**src/rtl/mem_read_arbiter.sv**
```systemverilog
// Round-robin arbiter sharing the bsram read port between CPU single-word loads
// and GPU bursts. Define GPU_STRICT_PRIO_EN to make the GPU win every tie.
module mem_read_arbiter #(
  parameter int DATA_WIDTH  = 13,
  parameter int BURST_LEN_W = 4
) (
  input  logic                   clk,
  input  logic                   reset,
  input  logic                   cpu_req,
  input  logic [DATA_WIDTH-1:0]  cpu_addr,
  output logic                   cpu_gnt,
  output logic                   cpu_rvalid,
  input  logic                   gpu_req,
  input  logic [DATA_WIDTH-1:0]  gpu_addr,
  input  logic [BURST_LEN_W-1:0] gpu_burst_len,
  output logic                   gpu_gnt,
  output logic                   gpu_rvalid,
  output logic                   gpu_rlast,
  output logic [DATA_WIDTH-1:0]  mem_addr,
  input  logic [15:0]            mem_rdata,
  output logic [15:0]            rdata
);

  localparam logic [BURST_LEN_W-1:0] BEAT_ONE = BURST_LEN_W'(1);
  localparam logic [DATA_WIDTH-1:0]  ADDR_ONE = DATA_WIDTH'(1);

  typedef enum logic [1:0] {
    IDLE      = 2'd0,
    CPU_RD    = 2'd1,
    GPU_BURST = 2'd2
  } state_t;

  state_t                 state_reg, state_next;
  logic [DATA_WIDTH-1:0]  mem_addr_reg, mem_addr_next;
  logic [BURST_LEN_W-1:0] beat_cnt_reg, beat_cnt_next;
  logic                   cpu_gnt_reg, cpu_gnt_next;
  logic                   gpu_gnt_reg, gpu_gnt_next;
  logic                   cpu_tag_reg, gpu_tag_reg, last_reg;
  logic                   grant_cpu, grant_gpu;
`ifndef GPU_STRICT_PRIO_EN
  logic                   rr_last_gpu_reg, rr_last_gpu_next;
`endif

  // Requests are only looked at while the read port is idle.
  always_comb begin
    grant_cpu = 1'b0;
    grant_gpu = 1'b0;
    if (state_reg == IDLE) begin
`ifdef GPU_STRICT_PRIO_EN
      grant_gpu = gpu_req;
      grant_cpu = cpu_req && !gpu_req;
`else
      if (cpu_req && gpu_req) begin
        grant_gpu = !rr_last_gpu_reg;
        grant_cpu = rr_last_gpu_reg;
      end else begin
        grant_gpu = gpu_req;
        grant_cpu = cpu_req;
      end
`endif
    end
  end

  always_comb begin
    state_next    = state_reg;
    mem_addr_next = mem_addr_reg;
    beat_cnt_next = beat_cnt_reg;
    cpu_gnt_next  = 1'b0;
    gpu_gnt_next  = 1'b0;
`ifndef GPU_STRICT_PRIO_EN
    rr_last_gpu_next = rr_last_gpu_reg;
`endif
    case (state_reg)
      IDLE: begin
        if (grant_gpu) begin
          state_next    = GPU_BURST;
          mem_addr_next = gpu_addr;
          // Length 0 encodes the maximum burst; the subtraction wraps to it.
          beat_cnt_next = gpu_burst_len - BEAT_ONE;
          gpu_gnt_next  = 1'b1;
`ifndef GPU_STRICT_PRIO_EN
          rr_last_gpu_next = 1'b1;
`endif
        end else if (grant_cpu) begin
          state_next    = CPU_RD;
          mem_addr_next = cpu_addr;
          cpu_gnt_next  = 1'b1;
`ifndef GPU_STRICT_PRIO_EN
          rr_last_gpu_next = 1'b0;
`endif
        end
      end
      CPU_RD: state_next = IDLE;
      GPU_BURST: begin
        if (beat_cnt_reg == '0) begin
          state_next = IDLE;
        end else begin
          mem_addr_next = mem_addr_reg + ADDR_ONE;
          beat_cnt_next = beat_cnt_reg - BEAT_ONE;
        end
      end
      default: state_next = IDLE;
    endcase
  end

  always_ff @(posedge clk or negedge reset) begin
    if (!reset) begin
      state_reg    <= IDLE;
      mem_addr_reg <= '0;
      beat_cnt_reg <= '0;
      cpu_gnt_reg  <= 1'b0;
      gpu_gnt_reg  <= 1'b0;
    end else begin
      state_reg    <= state_next;
      mem_addr_reg <= mem_addr_next;
      beat_cnt_reg <= beat_cnt_next;
      cpu_gnt_reg  <= cpu_gnt_next;
      gpu_gnt_reg  <= gpu_gnt_next;
    end
  end

`ifndef GPU_STRICT_PRIO_EN
  always_ff @(posedge clk or negedge reset) begin
    if (!reset) rr_last_gpu_reg <= 1'b0;
    else        rr_last_gpu_reg <= rr_last_gpu_next;
  end
`endif

  // The address issued this cycle returns from the bsram one cycle later.
  always_ff @(posedge clk or negedge reset) begin
    if (!reset) begin
      cpu_tag_reg <= 1'b0;
      gpu_tag_reg <= 1'b0;
      last_reg    <= 1'b0;
    end else begin
      cpu_tag_reg <= (state_reg == CPU_RD);
      gpu_tag_reg <= (state_reg == GPU_BURST);
      last_reg    <= (state_reg == GPU_BURST) && (beat_cnt_reg == '0);
    end
  end

  assign mem_addr   = mem_addr_reg;
  assign cpu_gnt    = cpu_gnt_reg;
  assign gpu_gnt    = gpu_gnt_reg;
  assign cpu_rvalid = cpu_tag_reg;
  assign gpu_rvalid = gpu_tag_reg;
  assign gpu_rlast  = last_reg;
  assign rdata      = mem_rdata;

endmodule

```
**config.mk**
```make
export PLATFORM = sky130hd
export DESIGN_NAME = mem_read_arbiter
export DESIGN_NICKNAME = d
export VERILOG_FILES = /design/src/rtl/mem_read_arbiter.sv
export SDC_FILE = /design/constraint.sdc
export NUM_CORES = 1
export LEC_CHECK = 0
export BUFFER_PORTS_ARGS = -buffer_cell sky130_fd_sc_hd__buf_4
export CORE_ASPECT_RATIO = 2
export CORE_UTILIZATION = 51
export CTS_BUF_LIST = sky130_fd_sc_hd__clkbuf_8
export CTS_CLUSTER_DIAMETER = 30
export CTS_CLUSTER_SIZE = 16
export DETAILED_ROUTE_END_ITERATION = 8
export HOLD_SLACK_MARGIN = 0.15
export PLACE_DENSITY = 0.88
export REMOVE_ABC_BUFFERS = 1
export SYNTH_ARGS = -nofsm -noshare
export SYNTH_HDL_FRONTEND = slang
export SYNTH_SLANG_ARGS = --single-unit
```
**constraint.sdc**
```tcl
create_clock -name clk -period 3.54 [get_ports clk]
set_clock_uncertainty 0.15 [all_clocks]
set_input_delay 0 -clock clk [delete_from_list [all_inputs] [get_ports clk]]
set_output_delay 0 -clock clk [all_outputs]
set_load 0.02 [all_outputs]
```
Word level (Yosys, flattened, before mapping)

Index checks and enable logic that the tools add are counted.
W data, S select, Z words.

Register bits: 25
Bits of input ports: 50
Logic and storage cells: 51

Add/subtract/negate cells: 3
Eq/ne operators: 6
Muxes and demuxes: 22
Reductions and logical operators: 11

Operators by type and width:

| cell                    | count |
|---|---|
| $mux W13                | 3 |
| $pmux W13 S2            | 1 |
| $add A13 B1 Y13 const B | 1 |
| $mux W1                 | 11 |
| $mux W4                 | 2 |
| $pmux W4 S2             | 1 |
| $sub A4 B1 Y4 const B   | 2 |
| $mux W2                 | 3 |
| $ne A2 B2 Y1 const B    | 3 |
| $reduce_and A3 Y1       | 2 |
| $logic_not A4 Y1        | 1 |
| $pmux W2 S2             | 1 |
| $reduce_and A2 Y1       | 2 |
| $reduce_bool A2 Y1      | 2 |
| $ne A3 B3 Y1 const B    | 1 |
| $eq A2 B1 Y1 const B    | 1 |
| $eq A2 B2 Y1 const B    | 1 |
| $logic_and A1 B1 Y1     | 2 |
| $logic_not A2 Y1        | 1 |
| $logic_not A1 Y1        | 1 |

Logic depth before layout (Yosys ltp)

Depth after elaboration: 6
Depth in mapped cells: 9
Mapped depth without buffers: 8

Least setup slack after synthesis

Ideal clock, no wire load.

Path type: flip-flop to flip-flop
From: reg state_reg[1]
To: reg beat_cnt_reg[2]
Library setup time: 0.129 ns
Arrival time: 1.613 ns
Data required time: 3.261 ns
Path slack: 1.648 ns
Stages on the path, launching flop included: 9
Path buffers: 2
Clock period less this slack: 1.892 ns
Path through: dfrtp_1 -> nand2b_1 -> clkbuf_1 -> buf_2 -> mux2i_1 -> ha_1 -> inv_1 -> a311oi_1 -> nor3_1

Cells in the longest elaborated chain, start to end: 4
Elaborated cells on any way between the ends: 8
Classes of those cells: eq/ne: 3; mux: 2; reduce/logical: 3

Ends and longest elaborated chain:

| element                     | RTL line | text |
|---|---|---|
| start: declaration          | 33       | `state_t state_reg, state_next;` |
| start signal: assignment    | 114      | `state_reg <= state_next;` |
| $logic_not A2 Y1            | 48, 73   |  |
| $mux W1                     | 48       | `if (state_reg == IDLE) begin` |
| $ne A2 B2 Y1 (no line)      | n/a      |  |
| $reduce_and A3 Y1 (no line) | n/a      |  |
| end signal: assignment      | 116      | `beat_cnt_reg <= beat_cnt_next;` |
| end: declaration            | 35       | `logic [BURST_LEN_W-1:0] beat_cnt_reg, beat_cnt_next;` |

Parallel ways exist; a longest one is shown, timed or not.
A chain may end at the register's enable or synchronous reset.

Worst setup path in the final report

From: reg state_reg[1]
To: reg mem_addr_reg[0], in the netlist mem_addr[0]

Cells in the longest elaborated chain, start to end: 4
Elaborated cells on any way between the ends: 10
Classes of those cells: eq/ne: 3; mux: 4; reduce/logical: 3

Ends and longest elaborated chain:

| element                                                     | RTL line | text |
|---|---|---|
| $logic_not A2 Y1                                            | 48, 73   |  |
| $mux W1                                                     | 48       |  |
| $ne A3 B3 Y1 (no line) or $mux W13 (tied branches)          | n/a      |  |
| $reduce_and A3 Y1 (no line) or $pmux W13 S2 (tied branches) | n/a      |  |
| end signal: assignment                                      | 115      | `mem_addr_reg <= mem_addr_next;` |
| end: declaration                                            | 34       | `logic [DATA_WIDTH-1:0] mem_addr_reg, mem_addr_next;` |

Parallel ways exist; a longest one is shown, timed or not.

==> metrics.csv <==
stage;metric;value;unit
routing;routed_via_density;6.37;
setup_path;r2r-start;state_reg[1];
setup_path;worst_setup_path_start_kind;flip-flop;
global_routing;top_usage_layer;met2;
floorplan;start_util;54.4;%
power_and_ir_drop;p_per_area;740;mW/mm2
min_path;hp-class;in -> reg;
clock_tree;cts_sinks;25;
routing;first_pass_iters;4;
power_and_ir_drop;irDropWorstVdd;0.580;mV
global_routing;gr-usage-met3;4.35;%
synth;ys_warn_count;0;
clock_tree;clock-root-buffer;clkbuf_8;
sta;fmax;0.347;GHz
setup_path;crit_type;reg -> reg;
place;port_buffers;51;
synth;netlist-cell-type-count;43;
cells_and_area;drive_above_1_share;24.7;%
synth;ys_seq_area_share;38.2;%
global_routing;grtUsageMet1;39.4;%
floorplan;die_y;82.1;um
sta;hold_ws;323;ps
sta;setup_viol;0;
place;hpwlAfterDp;3.30;mm
sta;rsz0062_at_grt;no;
synth;synth-main-ff-cell;dfrtp_1;
setup_path;arrival;2890;ps
clock_tree;clkTransAtPathRegs;90;ps
sta;fin_setup_tns;0;ps
job;maxCapViolCount;0;
setup_path;cp.required;3550;ps
synth;synth-edff-count;0;
floorplan;ios;84;
global_routing;grt_pass1_wl;9.31;mm
clock_tree;clockBufferDepth;2;
outcome;run_status;complete, no violations;
floorplan;dieArea;0.00346;mm2
sta;hold_viol_final;0;
sta;slew_headroom;41.3;%
sta;finalCritPeriodShare;81.4;%
place;gp_congestion;0.862;
power_and_ir_drop;p_leak;1.16;nW
clock_tree;cts_tree;built;
global_routing;grt_overflow;0;
sta;worst_slack;658;ps
global_routing;grt_start_max_net_pins;26;
floorplan;rows;28;
floorplan;core;0.00301;mm2
routing;drt-total-wl;6.11;mm
sta;tightest_slew;873;ps
min_path;hp-start;gpu_req;
clock_tree;insertion_delay;280;ps
setup_path;r2r_setup_slack;660;ps
setup_path;path_max_fanout;14;
setup_path;rr_endpoint;mem_addr[0];
routing;ant_nets;0;
synth;synth_cells;183;
cells_and_area;fin_nets;324;
synth;synthArstFlopShare;100;%
clock_tree;ctsResizeCount;0;
routing;dr_total_vias;1924;
cells_and_area;n_fill_cell;161;
global_routing;grtUsageTotal;36.2;%
routing;initialDrtViolationCount;147;
setup_path;cp-end-kind;flip-flop;
min_path;min_path_cells;3;
sta;fin_crit;2880;ps
clock_tree;htree_levels;1;
setup_path;rr_worst_depth;5;
synth;ys_ff_latch;25;
cells_and_area;largest_reg_flops;13;
floorplan;die_x;42.1;um
min_path;min_to;state_reg[0];
global_routing;antenna_found_initial;0;
global_routing;grt_pass1_vias;1870;
synth;avgSynthCellArea;8.95;um2
clock_tree;cts_buffers;3;
synth;synth_area;0.00164;mm2
sta;drv_slew;0;
routing;drc;0;
routing;routedWlPerCell;20.2;um
global_routing;use_met2;67.5;%
cells_and_area;syn2layout_area_growth;53.7;%
place;dp_slack;1260;ps
layout make-up:
class | instances | area [um2] | area share, %
Antenna cell | 1 | 2.50 | 0.0994
Multi-Input combinational cell | 123 | 808 | 32.1
Tap cell | 30 | 37.5 | 1.49
Sequential cell | 25 | 626 | 24.9
Clock inverter | 1 | 5.00 | 0.199
Inverter | 11 | 41.3 | 1.64
Timing Repair Buffer | 108 | 956 | 38.0
Clock buffer | 3 | 41.3 | 1.64
logic make-up after synthesis:
group	synth area share, %
flops	38.2
simple gates	19.2
fa+ha+maj	1.53
mux	8.17
buf+inv	12.5
compound gates	19.9
xor+xnor	0.535
cells in the final DEF, fill, tap and decap left out, types with 2 or more instances in the layout:
master	n
buf_4	54
dlygate4sd3_1	53
dfrtp_1	25
nor2_1	13
a21oi_1	12
inv_1	11
mux2i_1	10
o21ai_0	10
nand2_1	9
nor3_1	9
nor4_1	7
a311oi_1	6
nand3_1	6
nand4_1	3
and3_1	3
a221o_1	3
clkbuf_8	3
nand2b_1	2
a211oi_1	2
or2_2	2
a31oi_1	2
mux2_2	2
o22ai_1	2
ha_1	2
through the flow:
stage / power (mW) / util, % / cells / instance area (um2)
after detailed placement: 1.49 / 63.7 / 243 / 1920
after floorplan: 1.13 / - / 159 / 1480
after CTS: 1.79 / 83.5 / 301 / 2510
after global placement: 1.46 / 63.7 / 243 / 1920
after global routing: 1.95 / 83.5 / 301 / 2510
final: 1.86 / 83.6 / 302 / 2520
where the power goes:
group          switching, mW  internal, mW
clock                  0.101        0.0791
sequential             0.189         0.415
combinational          0.591         0.487
total                  0.881         0.981
critical path: stages, from the launching register on:
cell           delay, ps
dfrtp_1              530
nor2_1               390
nand2_1              440
mux2_2               410
dlygate4sd3_1        560
a221o_1              300
cell usage after synthesis, drive strengths merged (2+ instances only):
| cell | n | area [um2] |
|---|---|---|
| dfrtp | 25 | 626 |
| buf | 21 | 151 |
| nor2 | 13 | 48.8 |
| a21oi | 12 | 60.1 |
| inv | 11 | 41.3 |
| mux2i | 10 | 100 |
| o21ai | 10 | 50.1 |
| nand2 | 9 | 33.8 |
| nor3 | 9 | 45.0 |
| nor4 | 7 | 43.8 |
| a311oi | 6 | 52.6 |
| nand3 | 6 | 30.0 |
| a221o | 3 | 30.0 |
| and3 | 3 | 18.8 |
| clkbuf | 3 | 11.3 |
| mux2 | 3 | 33.8 |
| nand4 | 3 | 18.8 |
| a211oi | 2 | 15.0 |
| a31oi | 2 | 12.5 |
| ha | 2 | 25.0 |
| nand2b | 2 | 12.5 |
| o22ai | 2 | 12.5 |
| or2 | 2 | 12.5 |
| or4 | 2 | 20.0 |
repair_timing:
| action | CTS | global route |
|---|---|---|
| hold buffers | 54 | 0 |
| setup buffers | 0 | 0 |
| endpoints found under the hold margin | 61 | 0 |
worst max-delay path by stage:
| stage | start | endpoint | slack [ps] | cells past startpoint |
|---|---|---|---|---|
| after floorplan | rr_last_gpu_reg | mem_addr[12] | 1180 | 4 |
| after global placement | state_reg[1] | mem_addr[12] | 1320 | 4 |
| after detailed placement | state_reg[1] | mem_addr[12] | 1260 | 4 |
| after CTS | state_reg[1] | mem_addr[12] | 700 | 5 |
| after global routing | state_reg[1] | mem_addr[12] | 500 | 5 |
| final | state_reg[1] | mem_addr[0] | 660 | 5 |
metal layers:
| metal | part of all wire [%] | wire, um |
|---|---|---|
| met5 | 0 | 0 |
| met3 | 6.5 | 396 |
| met4 | 5.4 | 331 |
| met1 | 34 | 2090 |
| met2 | 54 | 3290 |
(Power assumes the default switching activity.)
